===== config.mk =====
export PLATFORM = sky130hd
export DESIGN_NAME = regfile_write_arbiter_flat
export DESIGN_NICKNAME = d
export VERILOG_FILES = /design/src/rtl/regfile_write_arbiter_if.sv /design/src/rtl/regfile_write_arbiter.sv /design/src/flat_wrapper.sv
export SDC_FILE = /design/constraint.sdc
export NUM_CORES = 1
export LEC_CHECK = 0
export ABC_AREA = 1
export CORE_MARGIN = 8
export CORE_UTILIZATION = 45
export DETAILED_ROUTE_END_ITERATION = 6
export DONT_BUFFER_PORTS = 1
export GPL_ROUTABILITY_DRIVEN = 0
export SLEW_MARGIN = 20
export SYNTH_ARGS = -nofsm -noshare
export SYNTH_HDL_FRONTEND = slang
export SYNTH_SLANG_ARGS = --single-unit

===== constraint.sdc =====
create_clock -name clk -period 3.16 [get_ports clk]
set_clock_uncertainty 0.1 [all_clocks]
set_input_delay 0.474 -clock clk [delete_from_list [all_inputs] [get_ports clk]]
set_output_delay 0.474 -clock clk [all_outputs]
set_load 0.01 [all_outputs]

===== src/rtl/regfile_write_arbiter_if.sv =====
// Writeback/MDU/register-file signal bundle around the write-port arbiter.
// The master side is the pipeline plus MDU environment. The slave side is the arbiter.
interface regfile_write_arbiter_if #(
  parameter int XLEN = 32
);
  logic            W_reg_write;
  logic [4:0]      W_rd_addr;
  logic [XLEN-1:0] W_rd;
  logic            mdu_valid;
  logic            mdu_ready;
  logic [4:0]      mdu_rd_addr;
  logic [XLEN-1:0] mdu_result;
  logic            rf_we;
  logic [4:0]      rf_waddr;
  logic [XLEN-1:0] rf_wdata;
  logic            W_stall_req;
  logic            mdu_pending;

  modport master (
    output W_reg_write, W_rd_addr, W_rd, mdu_valid, mdu_rd_addr, mdu_result,
    input  mdu_ready, rf_we, rf_waddr, rf_wdata, W_stall_req, mdu_pending
  );

  modport slave (
    input  W_reg_write, W_rd_addr, W_rd, mdu_valid, mdu_rd_addr, mdu_result,
    output mdu_ready, rf_we, rf_waddr, rf_wdata, W_stall_req, mdu_pending
  );
endinterface


===== src/rtl/regfile_write_arbiter.sv =====
// Shares the register-file write port between Writeback and a buffered MDU result stream.
// Starvation of the MDU is bounded by forcing a Writeback freeze slot.
module regfile_write_arbiter #(
  parameter int XLEN         = 32,
  parameter int FIFO_DEPTH   = 2,
  parameter int STARVE_LIMIT = 4
) (
  input logic                    clk,
  input logic                    rst,
  regfile_write_arbiter_if.slave bus
);
  localparam int PTR_W = (FIFO_DEPTH > 1) ? $clog2(FIFO_DEPTH) : 1;
  localparam int CNT_W = $clog2(FIFO_DEPTH + 1);
  localparam int ST_W  = $clog2(STARVE_LIMIT + 1);

  logic [4:0]      addr_q [FIFO_DEPTH];
  logic [XLEN-1:0] data_q [FIFO_DEPTH];
  logic [PTR_W-1:0] rd_ptr, wr_ptr;
  logic [CNT_W-1:0] count;
  logic [ST_W-1:0]  starve_cnt;

  logic not_empty, not_full, pipe_use, force_slot, drain, push;

  assign not_empty  = (count != '0);
  assign not_full   = (count != CNT_W'(FIFO_DEPTH));
  assign pipe_use   = bus.W_reg_write && (bus.W_rd_addr != 5'd0);
  assign force_slot = not_empty && (starve_cnt == ST_W'(STARVE_LIMIT));
  assign push       = bus.mdu_valid && bus.mdu_ready;

  always_comb begin
    drain           = 1'b0;
    bus.rf_we       = 1'b0;
    bus.rf_waddr    = '0;
    bus.rf_wdata    = '0;
    bus.W_stall_req = 1'b0;
    bus.mdu_ready   = 1'b0;
    bus.mdu_pending = 1'b0;
    if (!rst) begin
      bus.mdu_ready   = not_full;
      bus.mdu_pending = not_empty;
      if (force_slot) begin
        bus.W_stall_req = 1'b1;
        drain           = 1'b1;
      end else if (pipe_use) begin
        bus.rf_we    = 1'b1;
        bus.rf_waddr = bus.W_rd_addr;
        bus.rf_wdata = bus.W_rd;
      end else if (not_empty) begin
        drain = 1'b1;
      end
      // An x0 head still takes the slot and is dropped without a write.
      if (drain) begin
        bus.rf_we    = (addr_q[rd_ptr] != 5'd0);
        bus.rf_waddr = addr_q[rd_ptr];
        bus.rf_wdata = data_q[rd_ptr];
      end
    end
  end

  always_ff @(posedge clk) begin
    if (rst) begin
      rd_ptr     <= '0;
      wr_ptr     <= '0;
      count      <= '0;
      starve_cnt <= '0;
    end else begin
      if (push) begin
        addr_q[wr_ptr] <= bus.mdu_rd_addr;
        data_q[wr_ptr] <= bus.mdu_result;
        wr_ptr         <= wr_ptr + PTR_W'(1);
      end
      if (drain) rd_ptr <= rd_ptr + PTR_W'(1);
      count <= count + CNT_W'(push) - CNT_W'(drain);
      if (drain || !not_empty)
        starve_cnt <= '0;
      else if (pipe_use && (starve_cnt != ST_W'(STARVE_LIMIT)))
        starve_cnt <= starve_cnt + ST_W'(1);
    end
  end
endmodule

===== src/flat_wrapper.sv =====
// flat-port wrapper written by rule: the top's interface ports become plain ports
module regfile_write_arbiter_flat 
#(
  parameter int XLEN         = 32,
  parameter int FIFO_DEPTH   = 2,
  parameter int STARVE_LIMIT = 4
)
  (clk, rst, bus_W_reg_write, bus_W_rd_addr, bus_W_rd, bus_mdu_valid, bus_mdu_rd_addr, bus_mdu_result, bus_mdu_ready, bus_rf_we, bus_rf_waddr, bus_rf_wdata, bus_W_stall_req, bus_mdu_pending);
  regfile_write_arbiter_if #(.XLEN(XLEN)) bus_i ();
  input logic clk;
  input logic rst;
  input wire logic [$bits(bus_i.W_reg_write)-1:0] bus_W_reg_write;
  input wire logic [$bits(bus_i.W_rd_addr)-1:0] bus_W_rd_addr;
  input wire logic [$bits(bus_i.W_rd)-1:0] bus_W_rd;
  input wire logic [$bits(bus_i.mdu_valid)-1:0] bus_mdu_valid;
  input wire logic [$bits(bus_i.mdu_rd_addr)-1:0] bus_mdu_rd_addr;
  input wire logic [$bits(bus_i.mdu_result)-1:0] bus_mdu_result;
  output wire logic [$bits(bus_i.mdu_ready)-1:0] bus_mdu_ready;
  output wire logic [$bits(bus_i.rf_we)-1:0] bus_rf_we;
  output wire logic [$bits(bus_i.rf_waddr)-1:0] bus_rf_waddr;
  output wire logic [$bits(bus_i.rf_wdata)-1:0] bus_rf_wdata;
  output wire logic [$bits(bus_i.W_stall_req)-1:0] bus_W_stall_req;
  output wire logic [$bits(bus_i.mdu_pending)-1:0] bus_mdu_pending;
  assign bus_i.W_reg_write = bus_W_reg_write;
  assign bus_i.W_rd_addr = bus_W_rd_addr;
  assign bus_i.W_rd = bus_W_rd;
  assign bus_i.mdu_valid = bus_mdu_valid;
  assign bus_i.mdu_rd_addr = bus_mdu_rd_addr;
  assign bus_i.mdu_result = bus_mdu_result;
  assign bus_mdu_ready = bus_i.mdu_ready;
  assign bus_rf_we = bus_i.rf_we;
  assign bus_rf_waddr = bus_i.rf_waddr;
  assign bus_rf_wdata = bus_i.rf_wdata;
  assign bus_W_stall_req = bus_i.W_stall_req;
  assign bus_mdu_pending = bus_i.mdu_pending;
  regfile_write_arbiter #(.XLEN(XLEN), .FIFO_DEPTH(FIFO_DEPTH), .STARVE_LIMIT(STARVE_LIMIT)) u_core (.clk(clk), .rst(rst), .bus(bus_i));
endmodule

# Word level (Yosys, flattened, before mapping)
# Memory sizes are Yosys's and may differ from the RTL's. A register that Yosys moved wholly into a read port is not among the register bits.
# Index checks and enable logic that the tools add are counted.
# word_totals
ff_bits	7
latchBits	0
ram_bits	74
romBits	0
out_inout_bits	41
word_cells	52
n_memories	2
# classes
add_sub_neg	5
multipliers	0
div	0
order_cmp	0
eq_ne	3
shifts	0
muxes	28
n_bitwise	0
n_reduce_logical	10
# mem_list
memory	words	word_bits	rd	rd_clocked_by_memory_dff	write_ports	line	source
u_core.data_q	2	32	1	1	1	regfile_write_arbiter.sv:17	logic [XLEN-1:0] data_q [FIFO_DEPTH];
u_core.addr_q	2	5	1	1	1	regfile_write_arbiter.sv:16	logic [4:0] addr_q [FIFO_DEPTH];
# ops
operator	n
2-to-1 mux 32 bit	4
2-to-1 mux 1 bit	20
2-to-1 mux 5 bit	4
nonzero test 5 bit	2
logical AND 1 bit	4
adder 3 x 1 -> 3 bit (second input constant)	1
equality test 3 bit (second input constant)	1
!= test 3 bit (second input constant)	1
adder 1 bit (second input constant)	2
adder 2 x 1 -> 2 bit	1
!= test 2 bit (second input constant)	1
nonzero test 2 bit	1
OR reduction 2 bit	1
subtractor 2 x 1 -> 2 bit	1
zero test 1 bit	1
logical OR 1 bit	1

# Longest topological paths before layout
# logic_depth
ltp_word	8
ltp_mapped	13
mapped_depth_nobuf	12

# Least setup slack after synthesis
# No wires, ideal clock.
# synth_path
kind	input-to-reg
from	input port rst
to	memory u_core.addr_q[0][0], enable pin
setup_time_ns	0.431
t_arrival_ns	2.470
required_time_ns	2.629
path_slack_ns	0.159
stages	3
path_buffers	0
cell_sequence	a21oi_1 -> nand2_1 -> nor2_1
# synth_between
elab_chain_cells	5
# synth_rtl
item	line	source
start, declared	flat_wrapper.sv:11	input logic rst;
2-to-1 mux 1 bit	regfile_write_arbiter.sv:38	if (!rst) begin
logical AND 1 bit	regfile_write_arbiter.sv:28	assign push = bus.mdu_valid && bus.mdu_ready;
2-to-1 mux 1 bit	regfile_write_arbiter.sv:67	if (push) begin
2-to-1 mux 1 bit (*)	regfile_write_arbiter.sv:61	if (rst) begin
2-to-1 mux 1 bit (implied by the code) (*)	regfile_write_arbiter.sv:68	addr_q[wr_ptr] <= bus.mdu_rd_addr;
end, declared	regfile_write_arbiter.sv:16	
# Mark *: on every way between the ends. The rest lies on a longest branch, timed or not.

# Worst setup path after layout
# layout_path
from	register u_core.count[1]
to	output port bus_rf_wdata[5]
# layout_between
elab_chain_cells	7
# layout_rtl
item	line	source
start, declared	regfile_write_arbiter.sv:19	logic [CNT_W-1:0] count;
start signal, assigned	regfile_write_arbiter.sv:73	count <= count + CNT_W'(push) - CNT_W'(drain);
nonzero test 2 bit (*)	regfile_write_arbiter.sv:24	assign not_empty = (count != '0);
2-to-1 mux 1 bit	regfile_write_arbiter.sv:48	end else if (not_empty) begin
2-to-1 mux 1 bit	regfile_write_arbiter.sv:44	end else if (pipe_use) begin
2-to-1 mux 1 bit	regfile_write_arbiter.sv:41	if (force_slot) begin
2-to-1 mux 1 bit	regfile_write_arbiter.sv:38	
2-to-1 mux 32 bit (*)	regfile_write_arbiter.sv:52	if (drain) begin
2-to-1 mux 32 bit (*)	regfile_write_arbiter.sv:38	
end, declared	flat_wrapper.sv:21	output wire logic [$bits(bus_i.rf_wdata)-1:0] bus_rf_wdata;
# Mark *: on every way between the ends. The rest lies on a longest branch, timed or not. The select of a mux whose other input is x is not followed.

==> impl_results.md <==
* Post-DR wirelength/cell at 19.34 um
* RSZ-0062 raised after global routing: no
* Post-CTS sizing at 0
* Slowest stage delay, CP at 0.45 ns
* Post-Layout Cell Count at 493
* Worst-path maximum fanout at 30
* Clock Path Buffers at 2
* CTS HTree Levels at 3
* Worst path arrival time at 1.93 ns
* Area grow syn2layout at 3.430%
* Status: complete, no violations
* Setup tns final at 0 ns
* CTS Sinks at 82
* Total of max-cap violations at 0
* Bufs and invs on worst path at 2
* Routed WL at 9534 um
* TritonCTS Buffers at 9
* NumNets Final at 462
* Core Rows at 34
* Die ar. at 12100 um^2
* Antenna violations before repair at 0
* Crit share post-route at 0.7910
* Storage cell area at 2382 um^2
* Gr usage total at 0.1602
* Worst slew pin tran at 0.7198 ns
* Layout cells sized above 1 at 0.07792
* Ant. Diodes at 0
* Cells after synthesis at 393
* Placed insts at 477
* Setup Fix Bufs, Post-CTS at 0
* I/O pins at 119
* Drt drc at 0
* # hold bufs at CTS at 0
* Multi-input gate area at 1306 um^2
* Antenna-violating nets left at 0
* Root Buffer: clkbuf_8
* Syn_area_per_cell at 10.12 um^2
* Vias in the first global route at 2754
* GRT overflow at 0
* Count of final setup violators at 0
* Yosys warning total at 0
* CP Cell Sequence: nor2_4, inv_2, buf_4, nand3_1, a21oi_1
* P_leak at 1.499 nW
* Slew Limit Fails at 0
* Starting Density at 0.4604
* Synth Net Count at 475
* Dpl hpwl at 6077 um
* Crit path max-delay family: buffers and inverters
* Pre-antenna DRT Iters at 4
* Filler cell count at 797
* DR vias/cell at 5.619
* Port bufs at 0
* Clock transition at path regs at 0.08 ns
* Design Power at 2.360 mW
* Hold Crit Class: input pin to register
* F_max at 400.1 MHz
* Chip height at 110 um
* Nature of the critical path endpoint: output port
* Synthesized flop and latch total at 82
* Via count at 2770
* Critical Path RT at 2.59 ns
* Slowest cell on crit path: inv_2
* Post-synthesis sequential area ratio at 0.5991
* Iteration-0 DRC Markers at 154
* Slew HR at 0.5195
* CORE AREA at 8636 um^2
* Worst IR Drop VDD at 0.3312 mV
* CTS tree: yes
* Die X at 110 um
* Post-Syn Area at 3976 um^2
* Clock latency on the worst-skew pair at 0.34 ns
* Final hold violation count at 0
* CP Launch Type: register
* First-pass GRT wire length at 14580 um
* Largest net degree at the start of global routing at 42
* Crit path kind: register to output port
* Min Clock Period, post-route at 2.500 ns
* PwrDens at 573.9 nW/um^2
* Synth unique cells at 24
## layer usage
layer  vias up  part of all wire  GRT usage
met5         -                 0          0
met4         0             0.012    0.05207
li1       1353                 -          -
met1      1303              0.40     0.1924
met3        12             0.095    0.05640
met2       102              0.49     0.2633
## logic make-up after synthesis
group	synth area share
buf+inv	0.07615
simple gates	0.2508
fa+ha+maj	0.01259
compound gates	0.05695
xor+xnor	0.004406
flops	0.5991
## stage by stage
stage	worst slack, ns	hold WS, ns	area [um^2]	util
3_3_place_gp	0.9252	0.3294	3925	0.4545
5_1_grt	0.4344	0.08377	4113	0.4762
2_1_floorplan	0.1586	0.3173	3976	-
3_5_place_dp	0.8341	0.3477	3925	0.4545
4_1_cts	0.6159	0.08953	4113	0.4762
6_report	0.6605	0.1120	4113	0.4762
## path summary, 6_finish.rpt
check | to | start | slack (ns) | cells after the start
worst max-delay path | bus_rf_wdata[5] | u_core.count[1] | 0.66 | 5
worst min-delay path | u_core.count[0] | rst | 0.11 | 1
worst max register to register | u_core.count[1] | u_core.starve_cnt[0] | 0.85 | 12
worst min register to register | u_core.starve_cnt[0] | u_core.starve_cnt[0] | 0.35 | 1
## synth_stat cells
| library cell | n | area [um^2] |
|---|---|---|
| buf_6 | 8 | 90.09 |
| nand3_1 | 40 | 200.2 |
| nor2_1 | 17 | 63.81 |
| ha_1 | 4 | 50.05 |
| buf_4 | 8 | 60.06 |
| o21ai_2 | 1 | 8.760 |
| nand3_2 | 1 | 10.01 |
| dfxtp_1 | 8 | 160.2 |
| xnor2_1 | 2 | 17.52 |
| nand3_4 | 1 | 17.52 |
| nand2_1 | 118 | 442.9 |
| a21boi_0 | 1 | 7.510 |
| clkbuf_1 | 3 | 11.26 |
| nand2_8 | 1 | 20.02 |
| a21oi_1 | 40 | 200.2 |
| buf_8 | 3 | 45.04 |
| or2_1 | 1 | 6.260 |
| inv_2 | 3 | 11.26 |
| edfxtp_1 | 74 | 2222 |
| buf_2 | 8 | 40.04 |
| nor2_4 | 1 | 11.26 |
| o21ai_0 | 2 | 10.01 |
| inv_1 | 12 | 45.04 |
| nand4_1 | 36 | 225.2 |
## sequential cells by signal, summed over array words and instances, names as in the netlist, named ones only
signal	flops
u_core.rd_ptr	1
u_core.count	2
u_core.data_q	64
u_core.starve_cnt	3
u_core.addr_q	10
u_core.wr_ptr	1
## final cells by class
type,instances,share of cell area
clock buffers,11,0.03194
clock inverters,5,0.01369
inverters,15,0.01369
multi-input cells,266,0.3176
flip-flops and latches,82,0.5793
well taps,108,0.03286
repair buffers,6,0.01095
## cell usage in the layout (no fill, tap or decap)
| master | count |
|---|---|
| xnor2_1 | 2 |
| inv_1 | 12 |
| nand3_2 | 1 |
| nand4_1 | 36 |
| clkbuf_8 | 9 |
| o21ai_0 | 2 |
| nand2_1 | 118 |
| clkinv_4 | 1 |
| a21oi_1 | 40 |
| clkbuf_1 | 2 |
| edfxtp_1 | 74 |
| nand3_1 | 40 |
| or2_1 | 1 |
| nor2_1 | 15 |
| clkinvlp_4 | 1 |
| clkinv_2 | 2 |
| dfxtp_1 | 8 |
| a21boi_0 | 1 |
| nand2_8 | 1 |
| nor2_4 | 3 |
| inv_2 | 3 |
| nand3_4 | 1 |
| buf_4 | 6 |
| ha_1 | 4 |
| o21ai_2 | 1 |
| bufinv_16 | 1 |
## report_power, final
| part | internal, mW | switching (mW) | total, mW |
|---|---|---|---|
| Sequential | 1.24 | 0.0193 | 1.26 |
| Combinational | 0.103 | 0.269 | 0.372 |
| Clock | 0.365 | 0.360 | 0.725 |
## worst reg2reg max path: cells and delay by family, from the launching register on
kind,cells,cell delay [ns]
flops,1,0.36
simple gates,3,0.63
buf+inv,3,0.14
fa+ha+maj,3,0.63
xor+xnor,1,0.18
compound gates,2,0.22
(Power assumes the default switching activity.)
